### config.mk
export PLATFORM = sky130hd
export DESIGN_NAME = lfsr_run_stats_flat
export DESIGN_NICKNAME = d
export VERILOG_FILES = /design/src/rtl/lfsr_run_stats_pkg.sv /design/src/rtl/lfsr_run_stats_if.sv /design/src/rtl/lfsr_run_stats_run_bin_store.sv /design/src/rtl/lfsr_run_stats.sv /design/src/flat_wrapper.sv
export SDC_FILE = /design/constraint.sdc
export NUM_CORES = 2
export LEC_CHECK = 0
export BUFFER_PORTS_ARGS = -buffer_cell sky130_fd_sc_hd__buf_2
export CORE_ASPECT_RATIO = 1.1
export CORE_MARGIN = 3
export CORE_UTILIZATION = 35
export CTS_CLUSTER_DIAMETER = 60
export DETAILED_ROUTE_END_ITERATION = 6
export REMOVE_ABC_BUFFERS = 1
export SLEW_MARGIN = 20
export SYNTH_ARGS = -nofsm -noshare
export SYNTH_HDL_FRONTEND = slang
export SYNTH_SLANG_ARGS = --single-unit
### constraint.sdc
create_clock -name clk -period 7.22 [get_ports clk]
set_clock_uncertainty 0.05 [all_clocks]
set_input_delay 1.444 -clock clk [delete_from_list [all_inputs] [get_ports clk]]
set_output_delay 1.444 -clock clk [all_outputs]
set_load 0.005 [all_outputs]
### src/rtl/lfsr_run_stats_pkg.sv
// Shared types, default sizes and helpers for the LFSR run-length statistics block.
package lfsr_stats_pkg;

  localparam int unsigned LRS_NUM_BINS = 24;
  localparam int unsigned LRS_CNT_W    = 22;
  localparam int unsigned LRS_RUN_W    = 6;

  typedef enum logic [1:0] {IDLE, ACTIVE, DONE} state_t;

  // Increment that holds at the all-ones value of a width-bit counter.
  function automatic logic [31:0] sat_inc(input logic [31:0] value, input int unsigned width);
    logic [31:0] max_v;
    max_v = (width >= 32) ? '1 : ((32'd1 << width) - 32'd1);
    return (value >= max_v) ? value : value + 32'd1;
  endfunction

  // Runs at or beyond num_bins all collapse into the last bin.
  function automatic int unsigned bin_index(input int unsigned run_len, input int unsigned num_bins);
    return (run_len >= num_bins) ? num_bins - 1 : run_len - 1;
  endfunction

endpackage

### src/rtl/lfsr_run_stats_if.sv
// Stimulus/readout bundle between the LFSR side and the run statistics block.
interface lfsr_run_stats_if
  import lfsr_stats_pkg::*;
#(
  parameter int unsigned NUM_BINS = LRS_NUM_BINS,
  parameter int unsigned CNT_W    = LRS_CNT_W,
  parameter int unsigned RUN_W    = LRS_RUN_W
);
  localparam int unsigned BIN_IDX_W = $clog2(NUM_BINS);

  logic                 val;
  logic                 loop;
  logic                 rearm;
  logic                 rd_pol;
  logic [BIN_IDX_W-1:0] rd_bin;
  logic [CNT_W-1:0]     rd_data;
  logic [CNT_W-1:0]     total_runs;
  logic [RUN_W-1:0]     longest_run;
  logic                 busy;
  logic                 done;

  modport master (
    output val, loop, rearm, rd_pol, rd_bin,
    input  rd_data, total_runs, longest_run, busy, done
  );

  modport slave (
    input  val, loop, rearm, rd_pol, rd_bin,
    output rd_data, total_runs, longest_run, busy, done
  );

endinterface

### src/rtl/lfsr_run_stats_run_bin_store.sv
// Two polarities x NUM_BINS saturating run counters with clear and registered read.
module run_bin_store
  import lfsr_stats_pkg::*;
#(
  parameter int unsigned NB = LRS_NUM_BINS,
  parameter int unsigned CW = LRS_CNT_W,
  parameter int unsigned IW = $clog2(NB)
) (
  input  logic          clk,
  input  logic          reset,
  input  logic          i_clr,
  input  logic          i_inc,
  input  logic          i_inc_pol,
  input  logic [IW-1:0] i_inc_idx,
  input  logic          i_rd_pol,
  input  logic [IW-1:0] i_rd_bin,
  output logic [CW-1:0] o_rd_data
);

  logic [CW-1:0] r_bins [2][NB];
  logic [CW-1:0] r_rd_data;

  always_ff @(posedge clk) begin
    if (!reset || i_clr) begin
      for (int p = 0; p < 2; p++) begin
        for (int b = 0; b < int'(NB); b++) begin
          r_bins[p][b] <= '0;
        end
      end
    end else if (i_inc) begin
      r_bins[i_inc_pol][i_inc_idx] <= CW'(sat_inc(32'(r_bins[i_inc_pol][i_inc_idx]), CW));
    end
  end

  // Indices past the last bin read as zero rather than aliasing.
  always_ff @(posedge clk) begin
    if (!reset) begin
      r_rd_data <= '0;
    end else if (32'(i_rd_bin) < NB) begin
      r_rd_data <= r_bins[i_rd_pol][i_rd_bin];
    end else begin
      r_rd_data <= '0;
    end
  end

  assign o_rd_data = r_rd_data;

endmodule

### src/rtl/lfsr_run_stats.sv
// Run-length histogram of the LFSR bit stream over one period, frozen until rearmed.
module lfsr_run_stats
  import lfsr_stats_pkg::*;
#(
  parameter int unsigned NUM_BINS = LRS_NUM_BINS,
  parameter int unsigned CNT_W    = LRS_CNT_W,
  parameter int unsigned RUN_W    = LRS_RUN_W
) (
  input logic             clk,
  input logic             reset,
  lfsr_run_stats_if.slave bus
);

  localparam int unsigned BIN_IDX_W = $clog2(NUM_BINS);

  state_t               r_state;
  state_t               w_state_nxt;
  logic                 r_prev_bit;
  logic [RUN_W-1:0]     r_run_len;
  logic [CNT_W-1:0]     r_total_runs;
  logic [RUN_W-1:0]     r_longest_run;
  logic                 r_busy;
  logic                 r_done;
  logic                 w_close;
  logic                 w_start;
  logic                 w_extend;
  logic                 w_clr;
  logic [BIN_IDX_W-1:0] w_bin_idx;
  logic [CNT_W-1:0]     w_rd_data;

  always_ff @(posedge clk) begin
    if (!reset) begin
      r_state <= IDLE;
    end else begin
      r_state <= w_state_nxt;
    end
  end

  // A loop in ACTIVE closes the open run and drops that cycle's bit.
  always_comb begin
    w_state_nxt = r_state;
    w_close     = 1'b0;
    w_start     = 1'b0;
    w_extend    = 1'b0;
    w_clr       = 1'b0;
    case (r_state)
      IDLE: begin
        if (bus.loop) begin
          w_state_nxt = ACTIVE;
          w_start     = 1'b1;
        end
      end
      ACTIVE: begin
        if (bus.loop) begin
          w_close     = 1'b1;
          w_state_nxt = DONE;
        end else if (bus.val != r_prev_bit) begin
          w_close = 1'b1;
          w_start = 1'b1;
        end else begin
          w_extend = 1'b1;
        end
      end
      DONE: begin
        if (bus.rearm) begin
          w_clr       = 1'b1;
          w_state_nxt = IDLE;
        end
      end
      default: w_state_nxt = IDLE;
    endcase
  end

  assign w_bin_idx = BIN_IDX_W'(bin_index(32'(r_run_len), NUM_BINS));

  always_ff @(posedge clk) begin
    if (!reset) begin
      r_prev_bit    <= 1'b0;
      r_run_len     <= '0;
      r_total_runs  <= '0;
      r_longest_run <= '0;
      r_busy        <= 1'b0;
      r_done        <= 1'b0;
    end else begin
      r_busy <= (w_state_nxt == ACTIVE);
      r_done <= (w_state_nxt == DONE);
      if (w_clr) begin
        r_prev_bit    <= 1'b0;
        r_run_len     <= '0;
        r_total_runs  <= '0;
        r_longest_run <= '0;
      end
      if (w_close) begin
        r_total_runs <= CNT_W'(sat_inc(32'(r_total_runs), CNT_W));
        if (r_run_len > r_longest_run) begin
          r_longest_run <= r_run_len;
        end
      end
      if (w_start) begin
        r_prev_bit <= bus.val;
        r_run_len  <= RUN_W'(1);
      end else if (w_extend) begin
        r_run_len <= RUN_W'(sat_inc(32'(r_run_len), RUN_W));
      end
    end
  end

  run_bin_store #(
    .NB (NUM_BINS),
    .CW (CNT_W),
    .IW (BIN_IDX_W)
  ) u_bins (
    .clk       (clk),
    .reset     (reset),
    .i_clr     (w_clr),
    .i_inc     (w_close),
    .i_inc_pol (r_prev_bit),
    .i_inc_idx (w_bin_idx),
    .i_rd_pol  (bus.rd_pol),
    .i_rd_bin  (bus.rd_bin),
    .o_rd_data (w_rd_data)
  );

  assign bus.rd_data     = w_rd_data;
  assign bus.total_runs  = r_total_runs;
  assign bus.longest_run = r_longest_run;
  assign bus.busy        = r_busy;
  assign bus.done        = r_done;

endmodule

### src/flat_wrapper.sv
// flat-port wrapper written by rule: the top's interface ports become plain ports
module lfsr_run_stats_flat import lfsr_stats_pkg::*;
#(
  parameter int unsigned NUM_BINS = LRS_NUM_BINS,
  parameter int unsigned CNT_W    = LRS_CNT_W,
  parameter int unsigned RUN_W    = LRS_RUN_W
)
  (clk, reset, bus_val, bus_loop, bus_rearm, bus_rd_pol, bus_rd_bin, bus_rd_data, bus_total_runs, bus_longest_run, bus_busy, bus_done);
  lfsr_run_stats_if #(.NUM_BINS(NUM_BINS), .CNT_W(CNT_W), .RUN_W(RUN_W)) bus_i ();
  input logic clk;
  input logic reset;
  input wire logic [$bits(bus_i.val)-1:0] bus_val;
  input wire logic [$bits(bus_i.loop)-1:0] bus_loop;
  input wire logic [$bits(bus_i.rearm)-1:0] bus_rearm;
  input wire logic [$bits(bus_i.rd_pol)-1:0] bus_rd_pol;
  input wire logic [$bits(bus_i.rd_bin)-1:0] bus_rd_bin;
  output wire logic [$bits(bus_i.rd_data)-1:0] bus_rd_data;
  output wire logic [$bits(bus_i.total_runs)-1:0] bus_total_runs;
  output wire logic [$bits(bus_i.longest_run)-1:0] bus_longest_run;
  output wire logic [$bits(bus_i.busy)-1:0] bus_busy;
  output wire logic [$bits(bus_i.done)-1:0] bus_done;
  assign bus_i.val = bus_val;
  assign bus_i.loop = bus_loop;
  assign bus_i.rearm = bus_rearm;
  assign bus_i.rd_pol = bus_rd_pol;
  assign bus_i.rd_bin = bus_rd_bin;
  assign bus_rd_data = bus_i.rd_data;
  assign bus_total_runs = bus_i.total_runs;
  assign bus_longest_run = bus_i.longest_run;
  assign bus_busy = bus_i.busy;
  assign bus_done = bus_i.done;
  lfsr_run_stats #(.NUM_BINS(NUM_BINS), .CNT_W(CNT_W), .RUN_W(RUN_W)) u_core (.clk(clk), .reset(reset), .bus(bus_i));
endmodule
==> impl_metrics.ini <==
[yosys]
ys_seq_area_frac = 0.591
ys.flop_type = edfxtp_1
synth.avg_cell_area_sq_um = 14.5
synthArstFlopShare = 0
yosysWarnings = 0
synth.distinct_cells = 70
syn_inst = 3855
ys_ff_latch = 1118
synth_area_sq_mm = 0.0558
synth_edf_count = 1056

[placement]
dpl.hpwl_um = 127000
dpl-instance-area_sq_mm = 0.0595
portBuffers = 62
gp_congestion = 0.902

[setup_path]
r2r_setup_slack_ns = 0.45
critPathKind = register to register
cp.required_ns = 7.77
crit_path_end_kind = register
regToRegEndpoint = u_core.u_bins.r_bins[1][352]$_DFFE_PP_
crit_path_start_kind = register
reg2reg_from = u_core.r_run_len[0]$_SDFFE_PN0P_
worstPathArrival_ns = 7.32
startpoint = u_core.r_run_len[0]$_SDFFE_PN0P_
r2r_cells = 16
worstPathMaxFanout = 15

[power]
switchingPower_mw = 4.66
switching_share = 0.283
cellPowerDensity_mw_per_mm2 = 259
p_clk_frac = 0.376
vdd_ir_drop_max_v = 0.000208
p_int_mw = 11.8
p_leak_nw = 21.5
power.share.combinational = 0.163
seqPwrFrac = 0.461

[route]
drtIter0Drc = 5373
postRouteAntennaNets = 0
wire_per_inst_um = 34.2
drt-pass1-iter-count = 6
finalWirelength_um = 209000
vias = 38317
drc = 0
via_per_inst = 6.26

[die]
core_area_sq_mm = 0.158
dieArea_sq_mm = 0.164
io-pin-count = 63
initial_core_util = 0.353
fp.dieW_um = 387
die_y_um = 425
rows = 153

[cts]
cts.repair.resized = 0
cts_hold_buf = 0
clock_path_buffers = 3
clockRootBuffer = clkbuf_16
cts_max_level = 3
numCtsBuffers = 120
clk_pin_slew_ns = 0.06
cts_setup_buffers = 0
clkLatencyLatePin_ns = 0.78
cts_tree = built
cts.sinks = 1118

[sta]
max_slew_margin = 0.207
setup-violations-final = 0
fin_crit_sh = 0.938
fin_tns_setup_ns = 0
finalHoldViolations = 0
drv_slew = 0
rsz0062_at_grt = false
worst_slew_pin_slew_ns = 1.18
finalCriticalPeriod_ns = 6.77
fmax_mhz = 148

[cells_and_area]
layout_commonest_cell = edfxtp_1
final_cell_mix = 1,056 x edfxtp_1, 597 x nor2_1, 525 x mux2i_1
fin_area_sq_mm = 0.0634
post_route_cells_drive_above_1_share = 0.226
synthToLayoutAreaGrowth_pct = 13.7
fin_nets = 3940

[min_path]
hp-start = u_core.bus.total_runs[8]$_SDFFE_PN0P_
min_delay_worst_endpoint = u_core.bus.total_runs[8]$_SDFFE_PN0P_
hold_class = register to register
min_path_cells = 2

[global_route]
grt_pass1_wl_um = 289000
antenna_found_initial = 9
grt_use_total = 0.248
grt_max_degree = 75
grt_pass1_vias = 37708
grt-ovfl-total = 0

[status]
status = complete, no violations

[job]
max_cap_viol_count = 0
cell type report:
| class | instances | area, sq um |
|---|---|---|
| Fill cell | 14709 | 94700 |
| Sequential cell | 1118 | 33000 |
| Multi-Input combinational cell | 2353 | 21400 |
| Clock buffer | 160 | 3240 |
| Tap cell | 2092 | 2620 |
| Timing Repair Buffer | 285 | 2390 |
| Clock inverter | 64 | 629 |
| Inverter | 41 | 154 |
| Antenna cell | 5 | 12.5 |
layer usage:
metal	share of wire	vias up	wire [um]	GRT usage
li1	-	15201	-	-
met1	0.37	19899	78000	0.316
met2	0.46	2571	96800	0.396
met3	0.10	642	21200	0.0515
met4	0.062	4	12900	0.140
met5	0.00012	-	26	0
cells by family after synthesis:
kind of cell,after synthesis,share of synthesized area
fa+ha+maj,10,0.00224
simple gates,945,0.0751
mux,883,0.233
flops,1118,0.591
xor+xnor,33,0.00666
compound gates,482,0.0606
buf+inv,384,0.0315
through the flow:
stage	instances	power [mW]	hold slack, ns	worst slack [ns]	utilization
6_report	6118	16.4	0.448	0.447	0.401
5_1_grt	6113	16.8	0.461	0.207	0.401
4_1_cts	6113	16.4	0.452	0.610	0.401
3_5_place_dp	5889	10.3	0.442	0.658	0.377
3_3_place_gp	5889	10.3	0.428	0.340	0.376
2_1_floorplan	3512	9.46	0.433	-15.24	-
worst max path at each step:
stage               cells past startpoint                                      to  slack (ns)
floorplan                              10  u_core.u_bins.r_bins[1][108]$_DFFE_PP_      -15.24
global placement                       15  u_core.u_bins.r_bins[1][130]$_DFFE_PP_        0.34
detailed placement                     15  u_core.u_bins.r_bins[1][438]$_DFFE_PP_        0.66
CTS                                    15   u_core.u_bins.r_bins[1][64]$_DFFE_PP_        0.61
global route                           16  u_core.u_bins.r_bins[1][286]$_DFFE_PP_        0.21
finish                                 16  u_core.u_bins.r_bins[1][352]$_DFFE_PP_        0.45
power groups by stage:
stage                     Clock [mW]  Sequential, mW  Combinational [mW]
after global routing            6.49            7.61                2.74
after CTS                       6.24            7.58                2.63
after global placement             0            7.69                2.60
after floorplan                    0            7.73                1.73
final                           6.18            7.59                2.68
after detailed placement           0            7.71                2.62
cell usage after synthesis, types with 11 or more instances:
cell | instances | area [sq um]
a21o_1 | 22 | 165
a21oi_1 | 86 | 430
a221oi_1 | 25 | 219
a22oi_1 | 207 | 1550
a31oi_1 | 23 | 144
and2_1 | 24 | 150
and3_1 | 30 | 188
buf_1 | 43 | 161
buf_2 | 89 | 445
buf_4 | 46 | 345
clkbuf_1 | 161 | 604
dfxtp_1 | 62 | 1240
edfxtp_1 | 1056 | 31700
inv_1 | 40 | 150
mux2_2 | 24 | 270
mux2i_1 | 526 | 5270
mux4_2 | 330 | 7430
nand2_1 | 131 | 492
nand3_1 | 56 | 280
nor2_1 | 608 | 2280
nor2b_1 | 15 | 93.8
nor3_1 | 11 | 55.1
nor4_2 | 11 | 138
o21ai_0 | 26 | 130
o22ai_1 | 32 | 200
or3_1 | 11 | 68.8
xnor2_1 | 11 | 96.3
xor2_1 | 11 | 96.3
state kept, by name, indices dropped and copies added, names as in the netlist, named ones only:
register	cells
u_core.r_prev_bit	1
u_core.u_bins.o_rd_data	22
u_core.bus.done	1
u_core.bus.busy	1
u_core.r_run_len	6
u_core.bus.longest_run	6
u_core.r_state	2
u_core.u_bins.r_bins	1056
u_core.bus.total_runs	22
critical path, stage by stage (launching register included):
cell and delay [ns]:
dfxtp_1 0.58, clkinv_1 0.39, ha_1 0.34, xor2_1 0.19, or2_2 0.44, nand3_1 0.12, buf_4 0.27, buf_12 0.23
a21oi_1 0.06, or3_1 0.41, nor4_2 0.77, nand2_1 0.29, nor4_2 0.84, nand2_4 0.38, xnor2_2 0.25, nor2_1 0.62
buf_4 0.33
Power figures use the tool's default switching activity.
